## config.mk

```make
export PLATFORM = sky130hd
export DESIGN_NAME = cic_decimator_core
export DESIGN_NICKNAME = d
export VERILOG_FILES = /design/src/rtl/cic_pkg.sv /design/src/rtl/cic_comb_stage.sv /design/src/rtl/cic_decimator_core.sv
export SDC_FILE = /design/constraint.sdc
export NUM_CORES = 2
export LEC_CHECK = 0
export ABC_AREA = 1
export CORE_MARGIN = 5
export CORE_UTILIZATION = 65
export DETAILED_ROUTE_END_ITERATION = 10
export DONT_BUFFER_PORTS = 1
export PLACE_DENSITY = 0.81
export SYNTH_ARGS = -nofsm -noshare
export SYNTH_HDL_FRONTEND = slang
export SYNTH_HIERARCHICAL = 1
export SYNTH_SLANG_ARGS = --single-unit
```

## constraint.sdc

```tcl
create_clock -name clk -period 4.7 [get_ports clk]
set_input_delay 0.235 -clock clk [delete_from_list [all_inputs] [get_ports clk]]
set_output_delay 0.235 -clock clk [all_outputs]
set_load 0.02 [all_outputs]
```

## src/rtl/cic_pkg.sv

```systemverilog
// Shared constants, growth-bit helper and accumulator word type for the CIC
// decimator and its downstream rounding/overflow stage.
package cic_pkg;

    localparam int CIC_IN_WIDTH  = 16;
    localparam int CIC_ACC_WIDTH = 42;
    localparam int CIC_N_STAGES  = 5;
    localparam int CIC_DEC_MAX   = 32;

    typedef logic signed [CIC_ACC_WIDTH-1:0] cic_acc_t;

    // Worst-case word growth of an N-stage, M=1 CIC at decimation factor r.
    function automatic int cic_growth_bits(input int n, input int r);
        return n * $clog2(r);
    endfunction

endpackage

```

## src/rtl/cic_comb_stage.sv

```systemverilog
// One registered CIC differentiator (M=1): advances only when its strobe is
// high, and forwards the strobe with one cycle of delay.
module cic_comb_stage #(
    parameter int W = 42
) (
    input  logic         clk,
    input  logic         rst_n,
    input  logic         clear,
    input  logic [W-1:0] x,
    input  logic         strobe_in,
    output logic [W-1:0] y,
    output logic         strobe_out
);

    logic [W-1:0] dly;

    always_ff @(posedge clk) begin
        if (!rst_n || clear) begin
            dly        <= '0;
            y          <= '0;
            strobe_out <= 1'b0;
        end else begin
            strobe_out <= strobe_in;
            if (strobe_in) begin
                y   <= x - dly;
                dly <= x;
            end
        end
    end

endmodule

```

## src/rtl/cic_decimator_core.sv

```systemverilog
// N-stage CIC decimator: pipelined integrators, frame counter with a
// frame-boundary rate latch, and a strobe-driven comb chain at full precision.
module cic_decimator_core
    import cic_pkg::*;
#(
    parameter int IN_WIDTH  = CIC_IN_WIDTH,
    parameter int ACC_WIDTH = CIC_ACC_WIDTH,
    parameter int N_STAGES  = CIC_N_STAGES,
    parameter int DEC_MAX   = CIC_DEC_MAX,
    parameter int DEC_W     = $clog2(DEC_MAX + 1)
) (
    input  logic                        clk,
    input  logic                        rst_n,
    input  logic                        clear,
    input  logic [DEC_W-1:0]            dec_factor,
    input  logic signed [IN_WIDTH-1:0]  data_in,
    input  logic                        valid_in,
    output logic signed [ACC_WIDTH-1:0] data_out,
    output logic                        valid_out,
    output logic                        cfg_err
);

    localparam int GROWTH = cic_growth_bits(N_STAGES, DEC_MAX);

    if (ACC_WIDTH < IN_WIDTH + GROWTH) begin : g_width_check
        $error("cic_decimator_core: ACC_WIDTH too small for N_STAGES/DEC_MAX");
    end

    logic [N_STAGES-1:0][ACC_WIDTH-1:0] integ;
    logic [ACC_WIDTH-1:0]               in_ext;
    logic [DEC_W-1:0]                   r_active;
    logic [DEC_W-1:0]                   cnt;
    logic [DEC_W-1:0]                   r_next;
    logic                               dec_bad;
    logic                               dec_strobe;
    logic [ACC_WIDTH-1:0]               cap;
    logic                               cap_vld;

    assign in_ext = {{(ACC_WIDTH-IN_WIDTH){data_in[IN_WIDTH-1]}}, data_in};

    // Out-of-range factors fall back to the slowest legal rate.
    assign dec_bad    = (dec_factor == '0) || (dec_factor > DEC_W'(DEC_MAX));
    assign r_next     = dec_bad ? DEC_W'(DEC_MAX) : dec_factor;
    assign dec_strobe = valid_in && (cnt == r_active - DEC_W'(1));

    // Integrators wrap modulo 2^ACC_WIDTH by design; the combs undo the wrap.
    always_ff @(posedge clk) begin
        if (!rst_n || clear) begin
            integ <= '0;
        end else if (valid_in) begin
            integ[0] <= integ[0] + in_ext;
            for (int k = 1; k < N_STAGES; k++) begin
                integ[k] <= integ[k] + integ[k-1];
            end
        end
    end

    always_ff @(posedge clk) begin
        if (!rst_n || clear) begin
            cnt      <= '0;
            r_active <= r_next;
            cfg_err  <= 1'b0;
            cap      <= '0;
            cap_vld  <= 1'b0;
        end else begin
            cap_vld <= dec_strobe;
            if (dec_strobe) begin
                cnt      <= '0;
                r_active <= r_next;
                cfg_err  <= cfg_err | dec_bad;
                cap      <= integ[N_STAGES-1];
            end else if (valid_in) begin
                cnt <= cnt + DEC_W'(1);
            end
        end
    end

    logic [N_STAGES:0][ACC_WIDTH-1:0] comb_x;
    logic [N_STAGES:0]                comb_s;

    assign comb_x[0] = cap;
    assign comb_s[0] = cap_vld;

    for (genvar j = 0; j < N_STAGES; j++) begin : g_comb
        cic_comb_stage #(.W(ACC_WIDTH)) u_comb (
            .clk        (clk),
            .rst_n      (rst_n),
            .clear      (clear),
            .x          (comb_x[j]),
            .strobe_in  (comb_s[j]),
            .y          (comb_x[j+1]),
            .strobe_out (comb_s[j+1])
        );
    end

    assign data_out  = comb_x[N_STAGES];
    assign valid_out = comb_s[N_STAGES];

endmodule
```

==> reports/qor.log <==
qor: floorplan.floorplan.die_area 92390 sq um
qor: clock_tree.clock_sink_count 691
qor: timing.timing.final.crit_share 72.21%
qor: timing.final-setup-viol-count 0
qor: synthesis.synth-edff-count 6
qor: grt.groute.layer.met2.usage 54.07%
qor: critical_path.type_of_element_capturing_the_critical_path register
qor: grt.gr-max-usage-layer met2
qor: clock_tree.post-cts-setup-buffer-count 0
qor: clock_tree.cts_max_level 3
qor: layout.final_cell_count_no_fill 10940
qor: route.drtPass1Iterations 6
qor: floorplan.die_w 304.0 um
qor: timing.rsz0062_at_grt no
qor: placed_design.io_buffers 0
qor: critical_path.maximum_fanout_along_the_worst_path 4
qor: critical_path.critical_path.startpoint_type register
qor: synthesis.ys_ff_latch 691
qor: route.drc_violation_total_after_the_first_tritonroute_iteration 4520
qor: layout.num-nets-final 10190
qor: min_path.min-delay-start data_in[7]
qor: timing.final_hold_viol_count 0
qor: timing.timing.final.max_slew_violations 0
qor: timing.timing.clock.skew 0.02401 ns
qor: route.avgViaCountPerCell 5.231
qor: timing.timing.fmax 294.7 MHz
qor: timing.fin_crit 3.394 ns
qor: timing.worst-slew-pin-transition 1.423 ns
qor: min_path.holdCritPathClass input pin to register
qor: floorplan.design.core.area 85410 sq um
qor: critical_path.ff2ff_setup_slack 1.31 ns
qor: route.vias 57250
qor: layout.fin_area 60100 sq um
qor: critical_path.worst-setup-path-type register to register
qor: critical_path.timing.critical_path.from integ[0]
qor: power.static-leakage-power 34.28 nW
qor: grt.grt_antenna_before_repair 0
qor: placed_design.routabilityCongestion 0.9908
qor: synthesis.synth_area_leaders dfxtp_1 (24%), nand2_1 (20%), inv_1 (12%)
qor: power.vdd_drop_max 0.2615 mV
qor: layout.fraction_of_layout_cells_with_a_size_suffix_above_1 3.051%
qor: synthesis.postSynthNetCount 10250
qor: floorplan.effective_utilization_at_floorplan 65.75%
qor: clock_tree.clk_root_buffer_cell clkbuf_16
qor: route.route.detailed.wl_per_inst 14.17 um
qor: route.ant_nets 0
qor: synthesis.synth_commonest_cells nand2_1 (2955), inv_1 (1854), nor2_1 (1446), dfxtp_1 (685), a21oi_1 (590)
qor: critical_path.required 5.24 ns
qor: synthesis.synth-async-reset-ratio 0%
qor: clock_tree.worstSkewPairLatency 0.66 ns
qor: synthesis.post-synth-top-count-cell nand2_1
qor: layout.area.growth.synth_to_final 7.008%
qor: clock_tree.post_cts_resized 0
qor: critical_path.cp_data_arrival_time 3.93 ns
qor: synthesis.synthDistinctLibCells 35
qor: route.remaining_drc_errors 0
qor: layout.num-fill-cells 8087
qor: run.max_cap_viol_count 0
qor: timing.worst_rel_slew_slack 5.126%
qor: synthesis.seq_area_frac_synth 24.74%
qor: synthesis.postSynthCellCount 9798
qor: route.postRouteWirelength 155.1 mm
qor: clock_tree.cts.path.max_buffers 3
qor: clock_tree.numCtsBuffers 80
qor: synthesis.synth_largest_area_cell dfxtp_1
qor: run_status.outcome finished, final reports clean
qor: grt.gr-total-overflow 0
qor: synthesis.yosysWarningCount 6
qor: placed_design.placedInstanceArea 56990 sq um
qor: synthesis.post_synth.cell_area_avg 5.732 sq um
qor: grt.grt_start_max_net_pins 266
qor: clock_tree.cts.hold.buffers_added 46
qor: floorplan.io-pin-count 70
qor: floorplan.num_rows 107
qor: grt.first_global_vias 51620
qor: placed_design.cell_total_after_placement 10760
qor: grt.global_route_wire_length_before_repair 250.8 mm
qor: grt.grt_util_met3 4.635%
qor: critical_path.rr_startpoint integ[0]
qor: synthesis.commonest_register_cell_after_synthesis dfxtp_1
qor: synthesis.synthDominantCellAreaShare 24.42%
qor: placed_design.place_hpwl 118.1 mm
qor: grt.grtUsageTotal 31.77%
qor: grt.globalRouteMet1Util 41.84%
qor: synthesis.synth.cell_area 56160 sq um
qor: clock_tree.tritoncts built
qor: timing.setup-tns-final 0 ns
qor: floorplan.floorplan.die.height 304.0 um
qor: clock_tree.path_clk_slew 0.06 ns
qor: power.pwr_density_cell 227.5 nW/um^2
==> power breakdown <==
part / switching [W] / internal [W]
Clock: 0.00263 / 0.00374
Sequential: 0.0000975 / 0.00595
Combinational: 0.000811 / 0.000440
==> per-stage QoR <==
step | power [W] | utilization [%] | setup WS (ns) | hold WS, ns
2_1_floorplan | 0.007070 | - | 2.779 | 0.4265
3_3_place_gp | 0.007285 | 66.72 | 2.327 | 0.3900
3_5_place_dp | 0.007313 | 66.72 | 2.250 | 0.3855
4_1_cts | 0.01375 | 70.36 | 1.379 | 0.004752
5_1_grt | 0.01418 | 70.36 | 1.110 | 0.05225
6_report | 0.01367 | 70.36 | 1.306 | 0.04277
==> cells in the final DEF, fill, tap and decap left out, drive strengths merged, types with 42 or more instances in the layout <==
| cell | n |
|---|---|
| clkbuf | 105 |
| dfxtp | 685 |
| a21oi | 590 |
| nand3 | 555 |
| nor2 | 1484 |
| nand2 | 2986 |
| dlygate4sd3 | 45 |
| xor2 | 207 |
| o21ai | 558 |
| xnor2 | 42 |
| o21bai | 49 |
| inv | 1882 |
| ha | 412 |
==> state kept, by name (all words and copies together), names as in the netlist <==
register / cells
cap: 42
cap_vld: 1
cfg_err: 1
cnt: 6
g_comb.u_comb/dly: 210
g_comb.u_comb/strobe_out: 5
g_comb.u_comb/y: 210
integ: 210
r_active: 6
==> critical path, stage by stage, from the launching register on <==
cell           delay (ns)
dfxtp_1              0.39
ha_1                 0.19
inv_1                0.05
fa_1                 0.39
inv_1                0.11
nand2_1              0.05
nand2_1              0.07
nand3_1              0.07
nand2_1              0.17
nand2_1              0.07
nand3_1              0.25
nand2_1              0.11
nand3_1              0.09
nand3_1              0.07
dlygate4sd3_1        0.55
nand2_1              0.05
dlygate4sd3_1        0.55
inv_1                0.04
==> cell families (layout without fill, tap and decap cells) <==
group | count (synthesis) | after routing | share of synthesized area, %
and+or+nand+nor | 5103 | 5103 | 36.42
buffers and inverters | 2101 | 2102 | 14.12
AOI/OAI and AO/OA | 1232 | 1232 | 11.31
DFF | 691 | 691 | 24.74
adders and majority gates | 422 | 422 | 9.535
xor gates and xnor gates | 249 | 249 | 3.883
other | 0 | 1 | 0
==> metal layers <==
metal | vias to the layer above | share of wire [%]
li1 | 29870 | -
met1 | 25540 | 45
met2 | 1545 | 46
met3 | 295 | 6.3
met4 | 0 | 3.3
met5 | - | 0
==> path summary, 6_finish.rpt <==
path / end / depth (start not counted)
min reg2reg: g_comb[1].u_comb/dly[9] / 2
max: integ[32] / 17
min: integ[7] / 4
max reg2reg: integ[32] / 17
==> layout make-up <==
class                   count  area [sq um]  area share [%]
multi-input cells        7006         34370           57.19
repair buffers             67         648.1           1.078
diodes                      1         2.502        0.004164
well taps                1144          1431           2.382
clock buffers             105          2198           3.658
flip-flops and latches    691         13900           23.13
inverters                1894          7116           11.84
clock inverters            36         430.4          0.7162
(Power assumes the default switching activity.)
